### config.mk
export PLATFORM = sky130hd
export DESIGN_NAME = id_fwd_stage
export DESIGN_NICKNAME = d
export VERILOG_FILES = /design/src/rtl/id_fwd_stage.sv
export SDC_FILE = /design/constraint.sdc
export NUM_CORES = 1
export LEC_CHECK = 0
export ABC_AREA = 1
export CORE_ASPECT_RATIO = 0.6
export CORE_MARGIN = 5
export CORE_UTILIZATION = 35
export DETAILED_ROUTE_END_ITERATION = 6
export PLACE_DENSITY = 0.74
export SYNTH_ARGS = -nofsm -noshare
export SYNTH_HDL_FRONTEND = slang
export SYNTH_SLANG_ARGS = --single-unit
### constraint.sdc
create_clock -name clock -period 2.5 [get_ports clock]
set_input_delay 0.25 -clock clock [delete_from_list [all_inputs] [get_ports clock]]
set_output_delay 0.25 -clock clock [all_outputs]
set_load 0.05 [all_outputs]
### src/rtl/id_fwd_stage.sv
// id_fwd_stage: decode/operand-fetch stage of the 16-bit pipelined core.
// Selects operands for the instruction in ID, forwards results from EX/MEM/WB,
// inserts a one-cycle bubble on a load-use hazard and honours branch flushes.
module id_fwd_stage #(
  parameter int DATA_W = 16,
  parameter int CNT_W  = 16
) (
  input  logic                  clock,
  input  logic                  reset,
  input  logic                  enable,
  input  logic                  flush,
  input  logic [15:0]           id_ir,
  input  logic                  id_valid,
  output logic                  id_ready,
  input  logic [15:0]           mem_ir,
  input  logic [15:0]           wb_ir,
  input  logic [DATA_W-1:0]     alu_out,
  input  logic [DATA_W-1:0]     mem_result,
  input  logic [DATA_W-1:0]     wb_result,
  input  logic [8*DATA_W-1:0]   rf_rdata,
  output logic [15:0]           ex_ir,
  output logic                  ex_valid,
  output logic [DATA_W-1:0]     reg_A,
  output logic [DATA_W-1:0]     reg_B,
  output logic [DATA_W-1:0]     smdr,
  output logic [CNT_W-1:0]      stall_cnt
);

  // Opcode map of the core's instruction set
  localparam logic [4:0] OP_NOP   = 5'b00000;
  localparam logic [4:0] OP_HALT  = 5'b00001;
  localparam logic [4:0] OP_LOAD  = 5'b00010;
  localparam logic [4:0] OP_STORE = 5'b00011;
  localparam logic [4:0] OP_SLL   = 5'b00100;
  localparam logic [4:0] OP_SLA   = 5'b00101;
  localparam logic [4:0] OP_SRL   = 5'b00110;
  localparam logic [4:0] OP_SRA   = 5'b00111;
  localparam logic [4:0] OP_ADD   = 5'b01000;
  localparam logic [4:0] OP_ADDI  = 5'b01001;
  localparam logic [4:0] OP_SUB   = 5'b01010;
  localparam logic [4:0] OP_SUBI  = 5'b01011;
  localparam logic [4:0] OP_CMP   = 5'b01100;
  localparam logic [4:0] OP_AND   = 5'b01101;
  localparam logic [4:0] OP_OR    = 5'b01110;
  localparam logic [4:0] OP_XOR   = 5'b01111;
  localparam logic [4:0] OP_LDIH  = 5'b10000;
  localparam logic [4:0] OP_ADDC  = 5'b10001;
  localparam logic [4:0] OP_SUBC  = 5'b10010;
  localparam logic [4:0] OP_JUMP  = 5'b11000;
  localparam logic [4:0] OP_JMPR  = 5'b11001;
  localparam logic [4:0] OP_BZ    = 5'b11010;
  localparam logic [4:0] OP_BNZ   = 5'b11011;
  localparam logic [4:0] OP_BN    = 5'b11100;
  localparam logic [4:0] OP_BNN   = 5'b11101;
  localparam logic [4:0] OP_BC    = 5'b11110;
  localparam logic [4:0] OP_BNC   = 5'b11111;

  // reg_B source kinds
  localparam logic [2:0] B_NONE  = 3'd0;
  localparam logic [2:0] B_IMM4  = 3'd1;
  localparam logic [2:0] B_IMMHI = 3'd2;
  localparam logic [2:0] B_IMM8  = 3'd3;
  localparam logic [2:0] B_R3    = 3'd4;

  // True for opcodes that write r1 with an ALU result
  function automatic logic is_aluw(input logic [4:0] op);
    logic hit;
    hit = 1'b0;
    case (op)
      OP_LDIH, OP_ADD, OP_ADDI, OP_ADDC, OP_SUB, OP_SUBI, OP_SUBC,
      OP_AND, OP_OR, OP_XOR, OP_SLL, OP_SRL, OP_SLA, OP_SRA: hit = 1'b1;
      default: hit = 1'b0;
    endcase
    return hit;
  endfunction

  // Newest in-flight value of register s, EX first, then MEM, WB, file
  function automatic logic [DATA_W-1:0] fwd_pick(
    input logic [2:0]        s,
    input logic              ex_wr,
    input logic [2:0]        ex_dst,
    input logic              mem_wr,
    input logic [2:0]        mem_dst,
    input logic              wb_wr,
    input logic [2:0]        wb_dst,
    input logic [DATA_W-1:0] ex_val,
    input logic [DATA_W-1:0] mem_val,
    input logic [DATA_W-1:0] wb_val,
    input logic [DATA_W-1:0] rf_val
  );
    logic [DATA_W-1:0] v;
    if (ex_wr && ex_dst == s)        v = ex_val;
    else if (mem_wr && mem_dst == s) v = mem_val;
    else if (wb_wr && wb_dst == s)   v = wb_val;
    else                             v = rf_val;
    return v;
  endfunction

  logic [DATA_W-1:0] gr [8];
  logic [4:0]        id_op;
  logic [2:0]        id_r1, id_r2, id_r3;
  logic              use_a, a_from_r1, use_smdr, use_b;
  logic [2:0]        b_sel;
  logic [2:0]        src_a;
  logic              ex_wr, mem_wr, wb_wr;
  logic              stall;
  logic [DATA_W-1:0] fwd_a, fwd_b, fwd_s, b_next;
  logic              unused_ir_bits;

  for (genvar i = 0; i < 8; i++) begin : g_gr
    assign gr[i] = rf_rdata[i*DATA_W +: DATA_W];
  end

  assign id_op = id_ir[15:11];
  assign id_r1 = id_ir[10:8];
  assign id_r2 = id_ir[6:4];
  assign id_r3 = id_ir[2:0];

  // Low bytes of the MEM/WB IRs carry nothing this stage needs
  assign unused_ir_bits = ^{mem_ir[7:0], wb_ir[7:0]};

  // Decode which operands the ID instruction reads and where reg_B comes from
  always_comb begin
    use_a     = 1'b0;
    a_from_r1 = 1'b0;
    use_smdr  = 1'b0;
    b_sel     = B_NONE;
    case (id_op)
      OP_BZ, OP_BNZ, OP_BN, OP_BNN, OP_BC, OP_BNC, OP_JMPR, OP_ADDI, OP_SUBI: begin
        use_a     = 1'b1;
        a_from_r1 = 1'b1;
        b_sel     = B_IMM8;
      end
      OP_LDIH: begin
        use_a     = 1'b1;
        a_from_r1 = 1'b1;
        b_sel     = B_IMMHI;
      end
      OP_LOAD, OP_SLL, OP_SRL, OP_SLA, OP_SRA: begin
        use_a = 1'b1;
        b_sel = B_IMM4;
      end
      OP_STORE: begin
        use_a    = 1'b1;
        use_smdr = 1'b1;
        b_sel    = B_IMM4;
      end
      OP_ADD, OP_ADDC, OP_SUB, OP_SUBC, OP_CMP, OP_AND, OP_OR, OP_XOR: begin
        use_a = 1'b1;
        b_sel = B_R3;
      end
      default: begin
        use_a = 1'b0;
      end
    endcase
  end

  assign src_a  = a_from_r1 ? id_r1 : id_r2;
  assign use_b  = (b_sel != B_NONE);
  assign ex_wr  = ex_valid && is_aluw(ex_ir[15:11]);
  assign mem_wr = is_aluw(mem_ir[15:11]) || (mem_ir[15:11] == OP_LOAD);
  assign wb_wr  = is_aluw(wb_ir[15:11])  || (wb_ir[15:11] == OP_LOAD);

  // A LOAD in EX whose destination is read by ID cannot be forwarded yet
  assign stall = id_valid && ex_valid && (ex_ir[15:11] == OP_LOAD) &&
                 ((use_a && ex_ir[10:8] == src_a) ||
                  (b_sel == B_R3 && ex_ir[10:8] == id_r3) ||
                  (use_smdr && ex_ir[10:8] == id_r1));

  assign id_ready = !stall || flush;

  // Resolve forwarded register values and the reg_B immediate forms
  always_comb begin
    fwd_a = fwd_pick(src_a, ex_wr, ex_ir[10:8], mem_wr, mem_ir[10:8], wb_wr, wb_ir[10:8],
                     alu_out, mem_result, wb_result, gr[src_a]);
    fwd_b = fwd_pick(id_r3, ex_wr, ex_ir[10:8], mem_wr, mem_ir[10:8], wb_wr, wb_ir[10:8],
                     alu_out, mem_result, wb_result, gr[id_r3]);
    fwd_s = fwd_pick(id_r1, ex_wr, ex_ir[10:8], mem_wr, mem_ir[10:8], wb_wr, wb_ir[10:8],
                     alu_out, mem_result, wb_result, gr[id_r1]);
    b_next = '0;
    case (b_sel)
      B_IMM4:  b_next[3:0]  = id_ir[3:0];
      B_IMMHI: b_next[15:0] = {id_ir[7:0], 8'h00};
      B_IMM8:  b_next[7:0]  = id_ir[7:0];
      B_R3:    b_next       = fwd_b;
      default: b_next       = '0;
    endcase
  end

  // Pipeline register update: reset, hold, flush, bubble, issue, idle
  always_ff @(posedge clock) begin
    if (reset) begin
      ex_ir     <= '0;
      ex_valid  <= 1'b0;
      reg_A     <= '0;
      reg_B     <= '0;
      smdr      <= '0;
      stall_cnt <= '0;
    end else if (enable) begin
      if (flush) begin
        ex_ir    <= '0;
        ex_valid <= 1'b0;
      end else if (stall) begin
        ex_ir    <= '0;
        ex_valid <= 1'b0;
        if (stall_cnt != {CNT_W{1'b1}})
          stall_cnt <= stall_cnt + CNT_W'(1);
      end else if (id_valid) begin
        ex_valid <= 1'b1;
        ex_ir    <= (id_op == OP_JUMP) ? 16'h0000 : id_ir;
        if (use_a)
          reg_A <= fwd_a;
        if (use_b)
          reg_B <= b_next;
        if (use_smdr)
          smdr <= fwd_s;
      end else begin
        ex_ir    <= '0;
        ex_valid <= 1'b0;
      end
    end
  end

endmodule

# Word-level counts from Yosys, hierarchy flattened
# Memories as Yosys holds them, arrays and structs flattened. A register that Yosys moved wholly into a read port is not among the register bits.
# Cells that the tools add are included.
word_totals:
  register_bits: 81
  latch_bits: 0
  mem_bits_rw: 0
  romBits: 96
  input_bits: 229
  out_inout_bits: 82
  mem_count: 3
memory_table:
  columns: ["name", "words", "word_bits", "read_ports", "rd_clocked_by_memory_dff", "write_ports", "line", "rtl"]
  rows:
  - ["(no name shown)", 32, 1, 1, 0, 0, "69", "case (op)"]
  - ["(no name shown)", 32, 1, 1, 0, 0, "69", null]
  - ["(no name shown)", 32, 1, 1, 1, 0, "69", null]
op_classes:
  add_sub_neg: 1
  mul: 0
  n_div: 0
  order_cmp: 3
  n_eq_ne: 42
  n_shift: 0
  mux: 35
  bitwise_logic: 5
  reduce_logical: 33
ops:
  columns: ["op", "count"]
  rows:
  - ["$mux 16", 19]
  - ["$bmux 16 s3", 3]
  - ["$eq 5x5->1 const B", 11]
  - ["$eq 5x4->1 const B", 8]
  - ["$eq 3x3->1", 9]
  - ["$eq 5x2->1 const B", 5]
  - ["$reduce_or 24->1", 1]
  - ["$eq 5x3->1 const B", 4]
  - ["$add 16x1->16 const B", 1]
  - ["$logic_and 1x1->1", 16]
  - ["$ne 16x16->1 const B", 1]
  - ["$pmux 4 s2", 2]
  - ["$pmux 8 s2", 1]
  - ["$reduce_and 5->1", 3]
  - ["$ge 4x4->1 const B", 3]
  - ["$not 3->4", 3]
  - ["$pmux 3 s4", 1]
  - ["$mux 5", 2]
  - ["$reduce_or 10->1", 1]
  - ["$reduce_or 9->1", 1]
  - ["$reduce_or 8->1", 1]
  - ["$eq 3x2->1 const B", 2]
  - ["$mux 1", 6]
  - ["$reduce_or 6->1", 1]
  - ["other kinds (9)", 14]

# Longest topological paths before layout
logic_depth:
  word_depth: 13
  depth_mapped: 20
  mapped_depth_nobuf: 19

# Least setup slack after synthesis
# OpenSTA, ideal clock, no wires.
synth_path:
  path_type: "reg-to-reg"
  startpoint: "register ex_ir[12]"
  endpoint: "register stall_cnt[6]"
  t_arrival_ns: 2.178
  slack_ns: 0.205
  stages_incl_launch_ff: 11
  n_path_buf: 0
  path_cell_list: "dfxtp_1 inv_1 nor4_1 nor3b_1 nand2_8 nor2_8 nand2_4 nor2_4 nand3_1 nand2_1 nor2_1"
synth_between:
  elab_chain_cells: 4
synth_lines:
  columns: ["element", "line", "rtl"]
  rows:
  - ["from (decl)", "21", "output logic [15:0] ex_ir,"]
  - ["from (signal assigned)", "210", "ex_ir <= (id_op == OP_JUMP) ? 16'h0000 : id_ir;"]
  - ["$eq 5x2->1", "165", "assign stall = id_valid && ex_valid && (ex_ir[15:11] == OP_LOAD) &&"]
  - ["$logic_and 1x1->1 (2 in series)", "165", null]
  - ["$reduce_and 4->1 (no source line)", null, null]
  - ["to (signal assigned)", "207", "stall_cnt <= stall_cnt + CNT_W'(1);"]
  - ["to (decl)", "26", "output logic [CNT_W-1:0] stall_cnt"]
# No other way between the ends.
# A chain may end at the register's enable or synchronous reset.

# Worst setup path in the final report
layout_path:
  startpoint: "register ex_ir[12]"
  endpoint: "output port id_ready"
layout_between:
  elab_chain_cells: 5
layout_lines:
  columns: ["element", "line", "rtl"]
  rows:
  - ["$eq 5x2->1", "165", null]
  - ["$logic_and 1x1->1 (2 in series)", "165", null]
  - ["$logic_not 1->1", "170", "assign id_ready = !stall || flush;"]
  - ["$logic_or 1x1->1", "170", null]
  - ["to (decl)", "14", "output logic id_ready,"]
# No other way between the ends.

==> results.sh <==
export IMPL_worst_hold_slack_ps=265.0
export IMPL_rows=45
export IMPL_synthArstFlopShare=0
export IMPL_gr_total_overflow=0
export IMPL_end_kind="output port"
export IMPL_ys_ff_latch=82
export IMPL_htreeDepth=3
export IMPL_fin_crit_sh=0.9598
export IMPL_postSynthAreaPerCell_um2=5.726
export IMPL_slew_headroom=0.4703
export IMPL_setup_slack_ps=100.4
export IMPL_cp_data_arrival_time_ps=2150
export IMPL_die_y_um=133.7
export IMPL_routed_top_layer="met5"
export IMPL_intPower_w=0.003064
export IMPL_slew_viol_final=0
export IMPL_fmax_mhz=416.7
export IMPL_hpwl_mm=34.98
export IMPL_required_ps=2250
export IMPL_period_minus_slack_ps=2400
export IMPL_dieArea_um2=28920
export IMPL_regArea_um2=1642
export IMPL_first_pass_iters=6
export IMPL_p_sw_frac=0.3709
export IMPL_crit_chain="inv_1, nor4_1, nor3b_1, buf_4, nand2_8, buf_12, nor2_8, inv_1, buf_12"
export IMPL_pwr_share_comb=0.445
export IMPL_yosys_warnings=0
export IMPL_cts_tree="done"
export IMPL_max_stage_delay_ps=450
export IMPL_drive_above_1_share=0.1009
export IMPL_numCtsBuffers=9
export IMPL_crit_path_start_kind="register"
export IMPL_grt_max_degree=101
export IMPL_areaGrowthSynthToFinish_pct=50.11
export IMPL_avgViaCountPerCell=5.721
export IMPL_multi_input_area_um2=6173
export IMPL_synth_area_um2=8932
export IMPL_antenna_found_initial=5
export IMPL_ys_flop_type="dfxtp_1"
export IMPL_dp_cells=2183
export IMPL_p_leak_nw=5.276
export IMPL_layout_cells_non_filler=2208
export IMPL_seqPwrFrac=0.279
export IMPL_setup_violations=0
export IMPL_synth_edf_count=0
export IMPL_core_area_um2=25220
export IMPL_route_detailed_drc=0
export IMPL_vias=12630
export IMPL_netlist_instances=1560
export IMPL_clockBufferDepth=2
export IMPL_grt_total_usage=0.2940
export IMPL_pre_cts_slack_ps=-326.0
export IMPL_cp_top_family="simple AND/OR/NAND/NOR gates"
export IMPL_worstMarginPinSlew_ps=793.6
export IMPL_synth_cell_types=44
export IMPL_wl_met3_mm=5.353
export IMPL_final_cell_mix="o21ai_0, clkdlybuf4s50_1, nand2_1, a21oi_1, inv_1"
export IMPL_switchingPower_w=0.001807
export IMPL_yosysSeqAreaShare=0.1838
export IMPL_final_nets=2100
export IMPL_grt_pass1_vias=11640
export IMPL_cp_max_fo=4
export IMPL_final_setup_skew_ps=13.68
export IMPL_ant_nets=0
export IMPL_drtIter0Drc=1529
export IMPL_wl_met2_mm=18.55
export IMPL_root_buffer="clkbuf_16"
export IMPL_wl_mm=44.66
export IMPL_clk_latency_ps=340
export IMPL_critical_path_buf_inv_count=5
export IMPL_max_cap_violations=0
export IMPL_final_common_cell="o21ai_0"
export IMPL_final_util=0.5315
export IMPL_p_clk_frac=0.276
export IMPL_ir_drop_mv=0.2876
export IMPL_die_x_um=216.2
export IMPL_pin_count=311
export IMPL_power_per_cell_area_nw_per_um2=363.3
export IMPL_gp_congestion=0.9991
export IMPL_critPathSlowestCell="nor4_1"
export IMPL_syn_num_nets=1790
export IMPL_clock_sinks=82
export IMPL_clkTransAtPathRegs_ps=70
export IMPL_path_class="register to output port"
export IMPL_io_buffer_count=294
export IMPL_fin_tns_setup_ps=0
export IMPL_status="complete, no violations"
export IMPL_met1_length_mm=19.69
export IMPL_hold_viol_final=0
export IMPL_wl_per_cell_um=20.22
export IMPL_fillers=2549
export IMPL_start_util=0.3541
export IMPL_hp_class="primary input to register"
export IMPL_grt_pass1_wl_mm=67.88
-- through the flow --
step | power [W] | cell area [µm²]
after floorplan | 0.002448 | 8932
after global placement | 0.003476 | 13050
after detailed placement | 0.003496 | 13050
after CTS | 0.004844 | 13350
after global routing | 0.005113 | 13410
final | 0.004871 | 13410
-- cell usage after synthesis, drive strengths merged (9+ instances only) --
| master | n | area share |
|---|---|---|
| nand4 | 27 | 0.020 |
| o21a | 16 | 0.013 |
| clkbuf | 86 | 0.036 |
| xnor2 | 9 | 0.0088 |
| nor2 | 95 | 0.045 |
| o21ai | 290 | 0.16 |
| nor3 | 15 | 0.0097 |
| buf | 35 | 0.022 |
| dfxtp | 82 | 0.18 |
| a31oi | 18 | 0.013 |
| nand3 | 85 | 0.050 |
| o21bai | 16 | 0.013 |
| a21oi | 197 | 0.11 |
| nand2 | 281 | 0.12 |
| xor2 | 15 | 0.015 |
| o211ai | 93 | 0.078 |
| inv | 169 | 0.071 |
-- power groups by stage --
stage	Combinational, W	Sequential (W)	Clock, W
CTS	0.00212	0.00136	0.00137
detailed placement	0.00211	0.00139	0
finish	0.00217	0.00136	0.00134
global route	0.00233	0.00136	0.00141
floorplan	0.000959	0.00149	0
global placement	0.00209	0.00139	0
-- kinds of logic after synthesis --
logic type | synth area share
AOI/OAI and AO/OA | 0.4059
DFF | 0.1838
xor gates and xnor gates | 0.02353
buffers and inverters | 0.1298
and+or+nand+nor | 0.2555
adders and majority gates | 0.001401
-- flip-flops by register name, summed over array words and instances, names as in the netlist, named ones only --
register,flops
ex_ir,16
ex_valid,1
reg_A,16
reg_B,16
smdr,16
stall_cnt,16
-- routing by layer --
metal | vias to the layer above | GRT usage
li1 | 6016 | -
met1 | 5811 | 0.4138
met2 | 725 | 0.4358
met3 | 78 | 0.09357
met4 | 2 | 0.07377
met5 | - | 0
-- what timing repair did --
item	in CTS	in global routing
gates resized for setup	5	15
buffers inserted	1	4
hold buffers	0	0
setup endpoints to repair	1	3
pin swaps	1	4
-- cell type report --
type                       count  share of cell area
multi-input combinational   1187              0.4604
tap                          329             0.03070
clock inverter                 4            0.003919
clock buffer                  11             0.01810
inverter                     170             0.04759
sequential                    82              0.1224
antenna                        5           0.0009332
timing repair buffer         420              0.3159
-- worst reg2reg max path, stage by stage (launching register included) --
cell and delay [ps]:
dfxtp_1 360, inv_1 50, nor4_1 450, nor3b_1 240
buf_4 170, nand2_8 70, buf_12 130, nor2_8 90
nand2_4 100, nor2_4 170, nand3_1 100, nand2_1 80
a21oi_1 50
-- final timing paths --
path	cells after the start	startpoint	to	slack, ps
worst max-delay path	9	ex_ir[12]$_SDFFE_PP0P_	id_ready	100
worst min-delay path	3	id_ir[8]	ex_ir[8]$_SDFFE_PP0P_	260
worst min register to register	2	reg_B[8]$_SDFFE_PP0P_	reg_B[8]$_SDFFE_PP0P_	440
worst max register to register	12	ex_ir[12]$_SDFFE_PP0P_	stall_cnt[8]$_SDFFE_PP0P_	330
Note: power is estimated with default switching activity, not from simulation.
